<file path="src/rtl/atd_pkg.sv">
// rtl/atd_pkg.sv - shared state encoding and line idle levels for the ATD link
package atd_pkg;

  typedef enum logic [2:0] {
    IDLE,
    SETUP,
    CLK_HIGH,
    CLK_LOW,
    DONE
  } atd_tx_state_t;

  localparam logic ATD_IDLE_DATA = 1'b1;
  localparam logic ATD_IDLE_CLK  = 1'b0;

endpackage

</file>
<file path="src/rtl/flex_counter.sv">
// rtl/flex_counter.sv - clearable up-counter that flags the cycle it wraps at rollover_val
module flex_counter #(
  parameter int NUM_CNT_BITS = 8
) (
  input  logic                    clk,
  input  logic                    n_rst,
  input  logic                    clear,
  input  logic                    count_enable,
  input  logic [NUM_CNT_BITS-1:0] rollover_val,
  output logic                    rollover_flag
);

  localparam logic [NUM_CNT_BITS-1:0] CNT_ONE = NUM_CNT_BITS'(1);

  logic [NUM_CNT_BITS-1:0] count_q, count_d;

  // Flag marks the last of rollover_val counted cycles so the caller can act on that same edge.
  assign rollover_flag = count_enable && (count_q == rollover_val - CNT_ONE);

  always_comb begin
    count_d = count_q;
    if (clear) begin
      count_d = '0;
    end else if (count_enable) begin
      count_d = rollover_flag ? '0 : count_q + CNT_ONE;
    end
  end

  always_ff @(posedge clk or negedge n_rst) begin
    if (!n_rst) begin
      count_q <= '0;
    end else begin
      count_q <= count_d;
    end
  end

endmodule

</file>
<file path="src/rtl/atd_transmitter.sv">
// rtl/atd_transmitter.sv - ATD link serial transmitter, MSB-first, data changes only while ATD_clk is low
module atd_transmitter
  import atd_pkg::*;
#(
  parameter int NUM_BITS     = 8,
  parameter int CLK_DIV      = 4,
  parameter int NUM_CNT_BITS = 8
) (
  input  logic                clk,
  input  logic                n_rst,
  input  logic [NUM_BITS-1:0] tx_data,
  input  logic                tx_valid,
  output logic                tx_ready,
  output logic                ATD_clk,
  output logic                ATD_data,
  output logic                ATD_data_oe,
  output logic                busy,
  output logic                tx_done
);

  atd_tx_state_t       state_q, state_d;
  logic [NUM_BITS-1:0] shift_q, shift_d, shifted;
  logic clk_q, clk_d, data_q, data_d, oe_q, oe_d;
  logic busy_q, busy_d, done_q, done_d, ready_q, ready_d, last_q, last_d;
  logic div_clear, div_en, div_flag, bit_clear, bit_en, bit_flag;

  assign div_en    = (state_q == SETUP) || (state_q == CLK_HIGH) || (state_q == CLK_LOW);
  assign div_clear = (state_d != state_q);
  assign bit_clear = (state_q == IDLE);
  assign bit_en    = (state_q == CLK_HIGH) && div_flag;
  assign shifted   = shift_q << 1;

  flex_counter #(.NUM_CNT_BITS(NUM_CNT_BITS)) u_div_cnt (
    .clk          (clk),
    .n_rst        (n_rst),
    .clear        (div_clear),
    .count_enable (div_en),
    .rollover_val (NUM_CNT_BITS'(CLK_DIV)),
    .rollover_flag(div_flag)
  );

  flex_counter #(.NUM_CNT_BITS(NUM_CNT_BITS)) u_bit_cnt (
    .clk          (clk),
    .n_rst        (n_rst),
    .clear        (bit_clear),
    .count_enable (bit_en),
    .rollover_val (NUM_CNT_BITS'(NUM_BITS)),
    .rollover_flag(bit_flag)
  );

  always_comb begin
    state_d = state_q;
    shift_d = shift_q;
    clk_d   = clk_q;
    data_d  = data_q;
    oe_d    = oe_q;
    busy_d  = busy_q;
    done_d  = done_q;
    ready_d = ready_q;
    last_d  = last_q;
    unique case (state_q)
      IDLE: begin
        if (tx_valid && ready_q) begin
          shift_d = tx_data;
          data_d  = tx_data[NUM_BITS-1];
          oe_d    = 1'b1;
          busy_d  = 1'b1;
          ready_d = 1'b0;
          state_d = SETUP;
        end
      end
      SETUP: begin
        if (div_flag) begin
          clk_d   = 1'b1;
          state_d = CLK_HIGH;
        end
      end
      CLK_HIGH: begin
        if (div_flag) begin
          clk_d   = ATD_IDLE_CLK;
          last_d  = bit_flag;
          state_d = CLK_LOW;
          // The final low phase holds the last bit instead of shifting in a stale zero.
          if (!bit_flag) begin
            shift_d = shifted;
            data_d  = shifted[NUM_BITS-1];
          end
        end
      end
      CLK_LOW: begin
        if (div_flag) begin
          if (last_q) begin
            done_d  = 1'b1;
            data_d  = ATD_IDLE_DATA;
            oe_d    = 1'b0;
            state_d = DONE;
          end else begin
            clk_d   = 1'b1;
            state_d = CLK_HIGH;
          end
        end
      end
      DONE: begin
        done_d  = 1'b0;
        busy_d  = 1'b0;
        ready_d = 1'b1;
        last_d  = 1'b0;
        state_d = IDLE;
      end
      default: state_d = IDLE;
    endcase
  end

  always_ff @(posedge clk or negedge n_rst) begin
    if (!n_rst) begin
      state_q <= IDLE;
      shift_q <= '0;
      clk_q   <= ATD_IDLE_CLK;
      data_q  <= ATD_IDLE_DATA;
      oe_q    <= 1'b0;
      busy_q  <= 1'b0;
      done_q  <= 1'b0;
      ready_q <= 1'b1;
      last_q  <= 1'b0;
    end else begin
      state_q <= state_d;
      shift_q <= shift_d;
      clk_q   <= clk_d;
      data_q  <= data_d;
      oe_q    <= oe_d;
      busy_q  <= busy_d;
      done_q  <= done_d;
      ready_q <= ready_d;
      last_q  <= last_d;
    end
  end

  assign tx_ready    = ready_q;
  assign ATD_clk     = clk_q;
  assign ATD_data    = data_q;
  assign ATD_data_oe = oe_q;
  assign busy        = busy_q;
  assign tx_done     = done_q;

endmodule

</file>
<file path="config.mk">
export PLATFORM = sky130hd
export DESIGN_NAME = atd_transmitter
export DESIGN_NICKNAME = d
export VERILOG_FILES = /design/src/rtl/atd_pkg.sv /design/src/rtl/flex_counter.sv /design/src/rtl/atd_transmitter.sv
export SDC_FILE = /design/constraint.sdc
export NUM_CORES = 1
export LEC_CHECK = 0
export CORE_MARGIN = 3
export CORE_UTILIZATION = 44
export DETAILED_ROUTE_END_ITERATION = 10
export GPL_TIMING_DRIVEN = 0
export REMOVE_ABC_BUFFERS = 1
export SETUP_SLACK_MARGIN = 0.1
export SLEW_MARGIN = 5
export SYNTH_ARGS = -nofsm -noshare
export SYNTH_HDL_FRONTEND = slang
export SYNTH_HIERARCHICAL = 1
export SYNTH_SLANG_ARGS = --single-unit
</file>
<file path="constraint.sdc">
create_clock -name clk -period 5 [get_ports clk]
set_input_delay 0.5 -clock clk [delete_from_list [all_inputs] [get_ports clk]]
set_output_delay 0.5 -clock clk [all_outputs]
set_load 0.01 [all_outputs]
</file>
==> impl.org, run 1 <==
** STA
- The number of slew-limit violations in the final report came to 0.
- Across the routed clock network, the largest skew measured is 0.00849 ns.
- Setup-failing EPs final :: 0
- Number of failing hold endpoints at the final stage :: 0
- Share of the cycle needed by the critical path after routing :: 89.6%
- Transition time at the pin with the least slew margin :: 0.961 ns
- Highest clock rate :: 223 MHz
- RSZ-0062 raised after global routing :: false
- Total Negative Setup Slacks :: 0 ns
- Headroom to the max-slew limit :: 35.4%
- Crit path time final :: 4.48 ns

** Synth
- Synth Area per Inst :: 8.98 um^2
- In the synthesized netlist, the number of instances is 262.
- Synthesis inferred 33 register bits.
- After synthesis, flip-flops and latches occupy 35.2% of the total area.
- Netlist cell types :: 50
- For this run, the leading register cell type out of synthesis is dfrtp_1.
- The mapped netlist covers 2350 um^2.
- During synthesis, Yosys emitted a total of 6 warnings.
- Yosys mapped a number of flops with a built-in enable equal to 0.
- Of all flip-flops after synthesis, the portion carrying an async set or reset was 100%.

** Clocking
- Total setup buffers inserted after CTS :: 0
- TritonCTS built the clock tree.
- At the later pin of the worst-skew pair, clock insertion delay measures 0.28 ns.
- Root buf cell :: clkbuf_8
- TritonCTS created 5 clock buffers.
- Total number of H-tree levels :: 2
- Post-CTS Hold Fix Bufs :: 0
- Maximum count of clock buffers along a single path :: 2
- Clock transition at the registers of the reported paths :: 0.07 ns
- Clock sink count :: 33

** Detailed routing
- After detailed routing, the number of remaining DRC violations is 0.
- Final routed wire length divided by cell count :: 11.1 um
- Once detail routing completed, the nets flagged for antenna violations numbered 0.
- Total via count in the routed design :: 1978
- The first routing iteration left 116 violations.
- Vias per inst :: 4.97
- Detailed-route wire length :: 4.43 mm
- For this run, the detailed router's first-pass iteration total came to 4.

** Finish
- The post-route netlist has 7.55% of its cells at a drive strength greater than 1.
- Fill cell count :: 479
- Diode insertion count for antenna repair :: 0
- Number of nets in the finished design :: 345
- Final Core Density :: 57.6%
- Synthesis-to-finish area growth :: 21.1%

** Floorplanning
- Overall die height :: 79.1 um
- Die Span X :: 79.1 um
- Core region area :: 4940 um^2
- Die outline area :: 6260 um^2
- Pin placement for this block handled 17 I/O pins.
- Starting Density :: 47.6%
- In this run the core area contains 25 standard-cell rows.

** Critical path
- At the worst endpoint, the arrival time is 4.68 ns.
- Along the worst path, the maximum fanout reaches 19.
- The critical path is of the reg -> reg type.
- STA classifies the critical path endpoint as a register.
- Category of the worst setup path launch point :: register
- For the worst setup path, the data required time is 5.20 ns.

** Run status
- Outcome :: finished, final reports clean

** Job
- Across the run, the number of max-cap violations was 0.

** Global routing
- Vias in the first global route :: 1832
- The initial antenna violation count was 0.
- Global-route wire length before repair :: 8.11 mm
- Global routing used 16.0% of the available tracks across all layers.
- Pin count of the biggest net entering global routing :: 34
- GR Overflow Total :: 0

** Power
- Cell leakage power :: 1.18 nW
- In this run the power density over the cells is 314 nW/um^2.
- Across the VDD grid, the largest voltage drop is 0.000227 V.

** Place
- Buffers placed on the I/O ports in this run total 16.
- Global placer's final weighted congestion :: 0.752
- Summed over all nets, the half-perimeter wirelength after detailed placement is 3.14 mm.

** Hold path
- In this run the worst hold path is classified as in -> async.
[what timing repair did]
action / 4_1_cts / 5_1_grt
gates resized for setup: 2 / 1
hold endpoints to repair: 0 / 0
endpoints found under the setup margin: 8 / 8
[path summary, 6_finish.rpt]
kind | startpoint | endpoint | slack (ns) | depth (start not counted)
min in group clk | busy | busy | 0.49 | 2
setup reg to reg | state_q[0] | ATD_data | 0.52 | 10
hold reg to reg | busy | busy | 0.49 | 2
hold / removal | n_rst | u_div_cnt/count_q[7] | 0.28 | 1
setup / recovery | state_q[0] | ATD_data | 0.52 | 10
max in group asynchronous | n_rst | state_q[0] | 4.25 | 1
[power by group]
| group | internal [mW] | switching (mW) | total, mW |
|---|---|---|---|
| combinational | 0.139 | 0.162 | 0.301 |
| sequential | 0.318 | 0.0835 | 0.402 |
| clock | 0.0976 | 0.0943 | 0.192 |
| total | 0.555 | 0.340 | 0.895 |
[through the flow]
step	power [mW]	area, um^2	std cells	hold slack [ns]	setup slack [ns]
after floorplan	0.619	2520	307	0.204	0.879
after global placement	0.700	2760	390	0.472	-0.224
after detailed placement	0.702	2760	390	0.479	-0.229
after CTS	0.903	2850	398	0.305	0.307
after global routing	0.969	2850	398	0.327	0.100
final	0.895	2850	398	0.279	0.519
[layer usage]
layer,up-vias,wire length [um],global-route usage [%]
met5,-,0,0
met4,0,31,4.64
met3,4,116,2.72
met2,28,1990,25.8
met1,904,2300,22.2
li1,1042,-,-
[state kept, by name, summed over array words and instances (netlist names)]
name               cells
ATD_clk                1
ATD_data               1
busy                   1
shift_q                7
tx_ready               1
ATD_data_oe            1
last_q                 1
tx_done                1
u_div_cnt/count_q      8
u_bit_cnt/count_q      8
state_q                3
[cells in the mapped netlist (3+ instances only)]
cell type  instances  area (um^2)
clkbuf_1           7         26.3
dfrtp_1           31          776
nand2b_1           5         31.3
o21ai_0           11         55.1
inv_1             17         63.8
and3_1            10         62.6
o22ai_1            8         50.1
xor2_1             4         35.0
o211ai_1           3         22.5
nor2b_1            3         18.8
nand4_1            4         25.0
nor4_4             4         85.1
ha_1               4         50.1
nor4_1            12         75.1
a21o_1             4         30.0
nor2_1            27          101
a211o_1            3         26.3
xnor2_1           10         87.6
nor3_1             8         40.0
a2bb2oi_1          6         52.6
mux2i_1            3         30.0
nand3_1           11         55.1
o32ai_1            3         26.3
nand2_1           18         67.6
a21oi_1            8         40.0
[cell families after synthesis]
| group | after synthesis | share of synthesized area (%) |
|---|---|---|
| buffers and inverters | 28 | 4.57 |
| other | 2 | 0.319 |
| muxes | 4 | 1.76 |
| AOI/OAI and AO/OA | 64 | 22.0 |
| DFF | 33 | 35.2 |
| xor gates and xnor gates | 14 | 5.21 |
| and+or+nand+nor | 113 | 28.8 |
| adders and majority gates | 4 | 2.13 |
[critical path, cell delays in order, from the launching register on]
cell and delay [ns]:
dfrtp_1 0.77, nor2_1 0.25, nor2_4 0.38, o2111ai_2 0.23, a311oi_4 0.73, and2_2 0.49
o2111ai_2 0.19, a311oi_4 0.64, o21ai_0 0.16, o211ai_1 0.21, mux2_1 0.34
[area by class of cell]
| type | count | area, um^2 | area share (%) |
|---|---|---|---|
| Inverter | 17 | 63.8 | 2.24 |
| Multi-Input combinational cell | 257 | 1640 | 57.4 |
| Tap cell | 67 | 83.8 | 2.94 |
| Sequential cell | 33 | 828 | 29.1 |
| Clock inverter | 1 | 5.00 | 0.176 |
| Clock buffer | 7 | 76.3 | 2.68 |
| Timing Repair Buffer | 16 | 155 | 5.45 |
[cell usage in the layout, fill, tap and decap left out, types with 8 or more instances in the layout]
cell,n
dfrtp_1,31
nand3_1,11
nor3_1,8
nor2_1,26
inv_1,17
nand2_1,18
conb_1,58
a21oi_1,8
clkdlybuf4s50_1,15
nor4_1,12
o21ai_0,11
xnor2_1,10
o22ai_1,8
and3_1,10
No activity file was read; power rests on OpenSTA's default activity.
==> run 2: changes to the inputs <==
--- a/config.mk
+++ b/config.mk
@@ -5,6 +5,7 @@
 export SDC_FILE = /design/constraint.sdc
 export NUM_CORES = 1
 export LEC_CHECK = 0
+export CAP_MARGIN = 40
 export CORE_MARGIN = 3
 export CORE_UTILIZATION = 44
 export DETAILED_ROUTE_END_ITERATION = 10
==> run 2 against run 1 <==
- maximum frequency rose by 0.89%
- highest routed layer unchanged
- utilization rose by 0.81 points
- combinational power rose by 3%
- clock-buffer cell count did not move
- routed wire length rose by 0.16%
- design area rose by 1.4%
- register-to-register slack improved by 0.04 ns
- sequential share of layout area fell by 0.40 points
- clock skew fell by 0.0047 ns
- die area did not move
- global-route usage rose by 0.37 points
==> impl.org, run 2 (synthesis results as in run 1) <==
** Detailed routing
- The first detailed-routing pass ran for 4 iterations.
- In this run the remaining antenna-violating nets after routing total 0.
- The routed layout has 1990 vias.
- Final routed wire length divided by cell count :: 11.0 um
- Vias per inst :: 4.94
- In the final routing, the length of wire on met1 measures 2.30 mm.
- DR WL met2 :: 2.01 mm
- Detailed-routed wire length on met3 :: 81 um
- Detailed Route Iter0 Violations :: 122
- Top layer reached by signal wires :: met4
- The routed design has 4.44 mm of wire.
- For this run, design rule violations remaining after detail routing come to 0.

** STA
- Based on the critical path, the design can be clocked at up to 225 MHz.
- The worst path in the final design needs a cycle of 4.44 ns, including I/O delays and setup.
- The number of hold violations in the final report was 0.
- The number of slew-limit violations in the final report is 0.
- On the final layout, the worst clock skew is 0.00380 ns.
- Setup repair after global routing left no endpoint under its margin.
- Transition time at the pin with the least slew margin :: 0.731 ns
- Setup violations remaining at the end of the flow were counted as 0.
- Headroom to the max-slew limit :: 51.2%
- After layout, the worst path uses 88.8% of the clock period.

** Place
- Port Buffers :: 16
- After detailed placement, the design holds a cell count of 392.
- The HPWL after detailed placement is 3.23 mm.
- Global placer's final weighted congestion :: 0.752

** Floorplanning
- Die Span X :: 79.1 um
- Once the floorplan was initialized, standard cells occupied 47.6% of the core.
- Measured along the y axis, the die boundary spans 79.1 um.
- Die outline area :: 6260 um^2
- Total number of placement rows :: 25
- The core region is 4940 um^2.
- In this run the count of I/O pins placed on the die edge is 17.

** Power
- Power density over the cells :: 315 nW/um^2
- IR analysis of the VDD net gives a maximum drop of 0.000208 V.
- The completed layout was analyzed and its total power is 0.909 mW.
- In this run the static leakage power is 1.21 nW.

** Finish
- Synthesis-to-finish area growth :: 22.8%
- 0 antenna diodes ended up in the layout.
- Leaving out fill and tap cells, the most frequent cells in the layout are conb_1, dfrtp_1, nor2_1.
- In the final design database the tool counted 351 nets.
- The layout has 489 filler cells.
- In the final layout, the share of cells above drive strength 1 is 8.93%.
- After the flow finishes, the layout carries non-filler instances totaling 403.
- Leading cell type in the layout, fill and taps excluded :: conb_1
- Final Core Density :: 58.4%
- Largest registers :: u_bit_cnt/count_q: 8 flops, u_div_cnt/count_q: 8 flops, shift_q: 7 flops

** Critical path
- Start-to-end type of the worst setup path :: reg -> reg
- STA classifies the critical path endpoint as a register.
- CP peak stage delay :: 0.77 ns
- STA puts the critical path data arrival time at 4.64 ns.
- Buf/Inv on CP :: 2
- The worst setup path is launched from a register.
- In this design, the largest share of critical-path delay is due to compound AO/OA/AOI/OAI gates.
- Along the worst path, the maximum fanout reaches 19.
- Worst-path cell with the longest stage delay :: dfrtp_1
- The signal on the critical path passes through nor2_1 > nor2_1 > buf_4 > o2111ai_2 > a311oi_4 > buf_4 > and2_2 > o2111ai_2 > a311oi_4 > o21ai_0 > o211ai_1 > mux2_1.
- STA puts the critical path data required time at 5.20 ns.

** Clocking
- The longest clock path from root to sink contains 2 buffers.
- CTS buffer count :: 5
- Post-CTS Hold Fix Bufs :: 0
- CTS tree :: done
- The clock tree synthesis step divided the H-tree into 2 levels.
- After clock tree synthesis, the clock-pin slew on the worst setup and hold paths is 0.06 ns.
- The tree built by TritonCTS fans out to 33 sinks.
- Root buf cell :: clkbuf_8
- For the worst-skew pair, the clock arrives at the later sink with an insertion delay of 0.28 ns.

** Global routing
- Vias in the first global route :: 1871
- Pin count of the biggest net entering global routing :: 34
- Initial antenna violation count :: 0
- The first global-routing pass estimated 8.31 mm of wire.
- Combined global-route utilization of all metal layers :: 16.4%
- The total overflow left after global routing is 0.

** Hold path
- Hold Crit Class :: in -> async

** Run status
- Outcome :: finished, final reports clean

** Job
- The tool flagged a number of max-cap violations equal to 0.
==> run 2: cell types whose count changed in the layout (fill, tap and decap cells not counted) <==
cell / change
buf_2: +1
buf_4: +5
clkinv_2: -1
nor2_4: -1
clkbuf_8: +1
clkbuf_1: -1
nor2_1: +1
==> run 2: final timing paths <==
kind / cells after the start / to / slack, ns / from
worst min-delay path: 1 / ATD_clk / 0.28 / n_rst
max in group asynchronous: 1 / u_bit_cnt/count_q[6] / 4.25 / n_rst
worst max register to register: 12 / ATD_data / 0.56 / state_q[0]
worst max-delay path: 12 / ATD_data / 0.56 / state_q[0]
min in group clk: 2 / busy / 0.49 / busy
worst min register to register: 2 / busy / 0.49 / busy
==> run 2: stage by stage <==
step | worst slack, ns | cell area (um^2) | TNS [ns] | hold WS, ns
6_report | 0.558 | 2890 | 0 | 0.283
3_3_place_gp | -0.224 | 2760 | -0.620 | 0.472
3_5_place_dp | -0.00526 | 2770 | -0.00526 | 0.479
4_1_cts | 0.156 | 2860 | 0 | 0.317
2_1_floorplan | 0.879 | 2520 | 0 | 0.204
5_1_grt | 0.163 | 2890 | 0 | 0.342
==> run 2: layout make-up <==
cell class                 instances  area, um^2  share of cell area (%)
multi-input combinational        257        1630                    56.4
tap                               67        83.8                    2.90
inverter                          17        63.8                    2.21
timing repair buffer              22         198                    6.85
sequential                        33         828                    28.7
clock buffer                       7        86.3                    2.99
==> run 2: power by group <==
group | total (mW) | switching (mW) | internal, mW
combinational | 0.309 | 0.163 | 0.146
clock | 0.198 | 0.0887 | 0.109
sequential | 0.402 | 0.0831 | 0.318
total | 0.909 | 0.335 | 0.574
==> run 2: layer usage <==
| metal | vias to the layer above | global-route usage, % |
|---|---|---|
| met5 | - | 0 |
| met4 | 0 | 5.15 |
| met3 | 5 | 2.04 |
| met2 | 21 | 26.1 |
| met1 | 912 | 23.2 |
| li1 | 1052 | - |
==> run 2: timing repair <==
action / 4_1_cts / 5_1_grt
cloned: 0 / 0
setup endpoints to repair: 1 / 9
pin swaps: 0 / 1
resized for setup: 1 / 0
buffers inserted: 0 / 4
==> run 3: changes to the inputs <==
--- a/config.mk
+++ b/config.mk
@@ -11,7 +11,7 @@
 export DETAILED_ROUTE_END_ITERATION = 10
 export GPL_TIMING_DRIVEN = 0
 export REMOVE_ABC_BUFFERS = 1
-export SETUP_SLACK_MARGIN = 0.1
+export SETUP_SLACK_MARGIN = 0.5
 export SLEW_MARGIN = 5
 export SYNTH_ARGS = -nofsm -noshare
 export SYNTH_HDL_FRONTEND = slang
==> run 3 against run 2 <==
- utilization is 0.41 points lower
- design area is 0.69% lower
- clock skew is 0.00095 ns lower
- first-iteration DRC count is 6.6% higher
- non-clock buffer count is 3 lower
- register-to-register slack better by 0.33 ns
- worst setup slack better by 0.33 ns
- clock power hardly changed
- hold slack better by 0.0019 ns
- critical path type unchanged
- highest routed layer unchanged
==> impl.org, run 3 (synthesis results as in run 1) <==
** Critical path
- Kind of end point of the critical path :: register
- The worst register-to-register path ends at ATD_data.
- At the worst endpoint, the required time is 5.20 ns.
- Data arrives at the worst endpoint at 4.31 ns.
- R2R setup slack :: 0.89 ns
- Worst Reg-to-Reg Cells :: 11
- Startpoint of the worst-slack reg-to-reg timing path :: state_q[0]
- Category of the worst setup path launch point :: register
- The critical path is of the reg -> reg type.
- Along the worst path, the maximum fanout reaches 19.

** STA
- Worst-case clock skew :: 0.00285 ns
- Crit path time final :: 4.11 ns
- The number of hold violations in the final report came to 0.
- Setup violations remaining at the end of the flow were counted as 0.
- RSZ-0062 raised after global routing :: false
- For this run, the top clock speed supported by timing is 243 MHz.
- Transition time at the pin with the least slew margin :: 0.732 ns
- In this run the tightest slew margin relative to its limit is 51.2%.
- The number of slew-limit violations in the final report was 0.
- The worst path meets setup with 0.888 ns of slack.
- Share of the cycle needed by the critical path after routing :: 82.2%

** Detailed routing
- Dividing the detail-routed wire length by the instance count gives 11.2 um.
- Detailed Route Iter0 Violations :: 130
- Detailed-route wire length :: 4.46 mm
- Detail Route Antenna Nets :: 0
- Total via count in the routed design :: 1986
- Detailed-router iteration count before antenna repair :: 4
- Vias per inst :: 4.97
- In the routed design, unresolved DRC markers number 0.

** Finish
- The library cell used most frequently in the layout, excluding fill and tap cells, is conb_1.
- Fill cell count :: 484
- The number of antenna diodes in the final layout is 0.
- The finished layout holds 400 standard cells, fillers aside.
- The largest registers in the layout are u_bit_cnt/count_q: 8 flops, u_div_cnt/count_q: 8 flops, shift_q: 7 flops.
- The final layout contains 348 nets.
- The area growth from synthesis to layout is 21.9%.
- Commonest cells after routing, fill and taps aside :: conb_1, dfrtp_1, nor2_1
- Cells with a size suffix above 1 make up 8.41% of the layout.

** Floorplanning
- For this configuration, the core starts out at a cell density of 47.6%.
- Die outline area :: 6260 um^2
- In this run the horizontal extent of the chip is 79.1 um.
- Core region area :: 4940 um^2
- Pin placement for this block handled 17 I/O pins.
- Total number of placement rows :: 25
- Overall die height :: 79.1 um

** Hold path
- The worst hold path belongs to the class in -> async.

** Global routing
- Global-route wire length before repair :: 8.36 mm
- Global routing met2 resource utilization :: 26.4%
- Combined global-route utilization of all metal layers :: 16.5%
- Initial antenna violation count :: 0
- The via count of the first global-routing pass is 1870.
- In this run the most used layer during global routing was met2.
- Met1 Usage GRT :: 23.2%
- Entering global routing, the biggest net connects 34 pins.
- GR Overflow Total :: 0
- For met3 alone, demand over resource in global routing was 2.04%.

** Clocking
- Clock sink count :: 33
- For this design, the CTS-stage hold fixing added 0 buffers.
- Buffers inserted during clock tree synthesis total 5.
- Total number of H-tree levels :: 2
- Maximum count of clock buffers along a single path :: 2
- Root buf cell :: clkbuf_8
- TritonCTS built the clock tree.
- After clock tree synthesis, the clock-pin slew on the worst setup and hold paths is 0.06 ns.
- Insertion delay to the later sink of the worst-skew pair :: 0.27 ns

** Place
- The number of placed instances, taps included, is 392.
- The congestion estimate from routability-driven global placement came to 0.752.
- Pre-CTS worst setup slack :: -0.00526 ns
- Post-detailed-placement half-perimeter wirelength :: 3.23 mm
- Input and output buffers added on the ports amount to 16.

** Run status
- The run finished with clean final reports.

** Power
- The analysis attributes to cell leakage a power of 1.19 nW.
- Across the VDD grid, the largest voltage drop is 0.000209 V.
- For this design the ratio of total power to cell area is 317 nW/um^2.

** Job
- Across the run, the number of max-cap violations was 0.
[run 3: area by class of cell]
class                      instances  area [um^2]  share of cell area [%]
multi-input combinational        257         1630                    56.8
timing repair buffer              19          175                    6.11
tap                               67         83.8                    2.92
inverter                          17         63.8                    2.23
sequential                        33          828                    28.9
clock buffer                       7         86.3                    3.01
[run 3: worst max-delay path by stage]
stage | start | end | slack (ns)
2_1_floorplan | state_q[0] | ATD_data | 0.88
3_3_place_gp | state_q[0] | ATD_data | -0.22
3_5_place_dp | state_q[0] | ATD_data | -0.005
4_1_cts | state_q[0] | ATD_data | 0.69
5_1_grt | state_q[0] | ATD_data | 0.53
6_report | state_q[0] | ATD_data | 0.89
[run 3: where the power goes]
group          internal, mW  total, mW  leakage [nW]  switching (mW)
Clock                 0.109      0.197        0.0443          0.0875
Combinational         0.146      0.310         0.732           0.164
Sequential            0.318      0.401         0.416          0.0829
[run 3: per-layer routing]
layer	up-vias	part of all wire [%]
met3	5	1.8
met4	0	1.0
met1	913	52
met2	21	46
met5	-	0
li1	1047	-
[run 3: timing repair]
item | in CTS | in global routing
pin swaps | 1 | 0
setup endpoints to repair | 10 | 4
resized for setup | 1 | 1
hold endpoints to repair | 0 | 0
buffers inserted | 1 | 0
gates cloned | 0 | 0
[run 3: stage by stage]
stage / instance area, um^2 / TNS [ns] / hold WS, ns / util [%] / total power [mW]
after floorplan: 2520 / 0 / 0.204 / - / 0.619
after global placement: 2760 / -0.620 / 0.472 / 55.9 / 0.700
after detailed placement: 2770 / -0.00526 / 0.479 / 56.1 / 0.714
after CTS: 2870 / 0 / 0.317 / 58.0 / 0.916
after global routing: 2870 / 0 / 0.342 / 58.0 / 0.991
final: 2870 / 0 / 0.285 / 58.0 / 0.908
[run 3: worst max-delay path: stages, from the launching register on]
cell and delay [ns]:
dfrtp_1 0.76, nor2_1 0.24, nor2_2 0.35, buf_4 0.24, o2111ai_2 0.17, a311oi_4 0.26
and2_2 0.39, o2111ai_2 0.19, a311oi_4 0.67, o21ai_0 0.16, o211ai_1 0.23, mux2_1 0.35
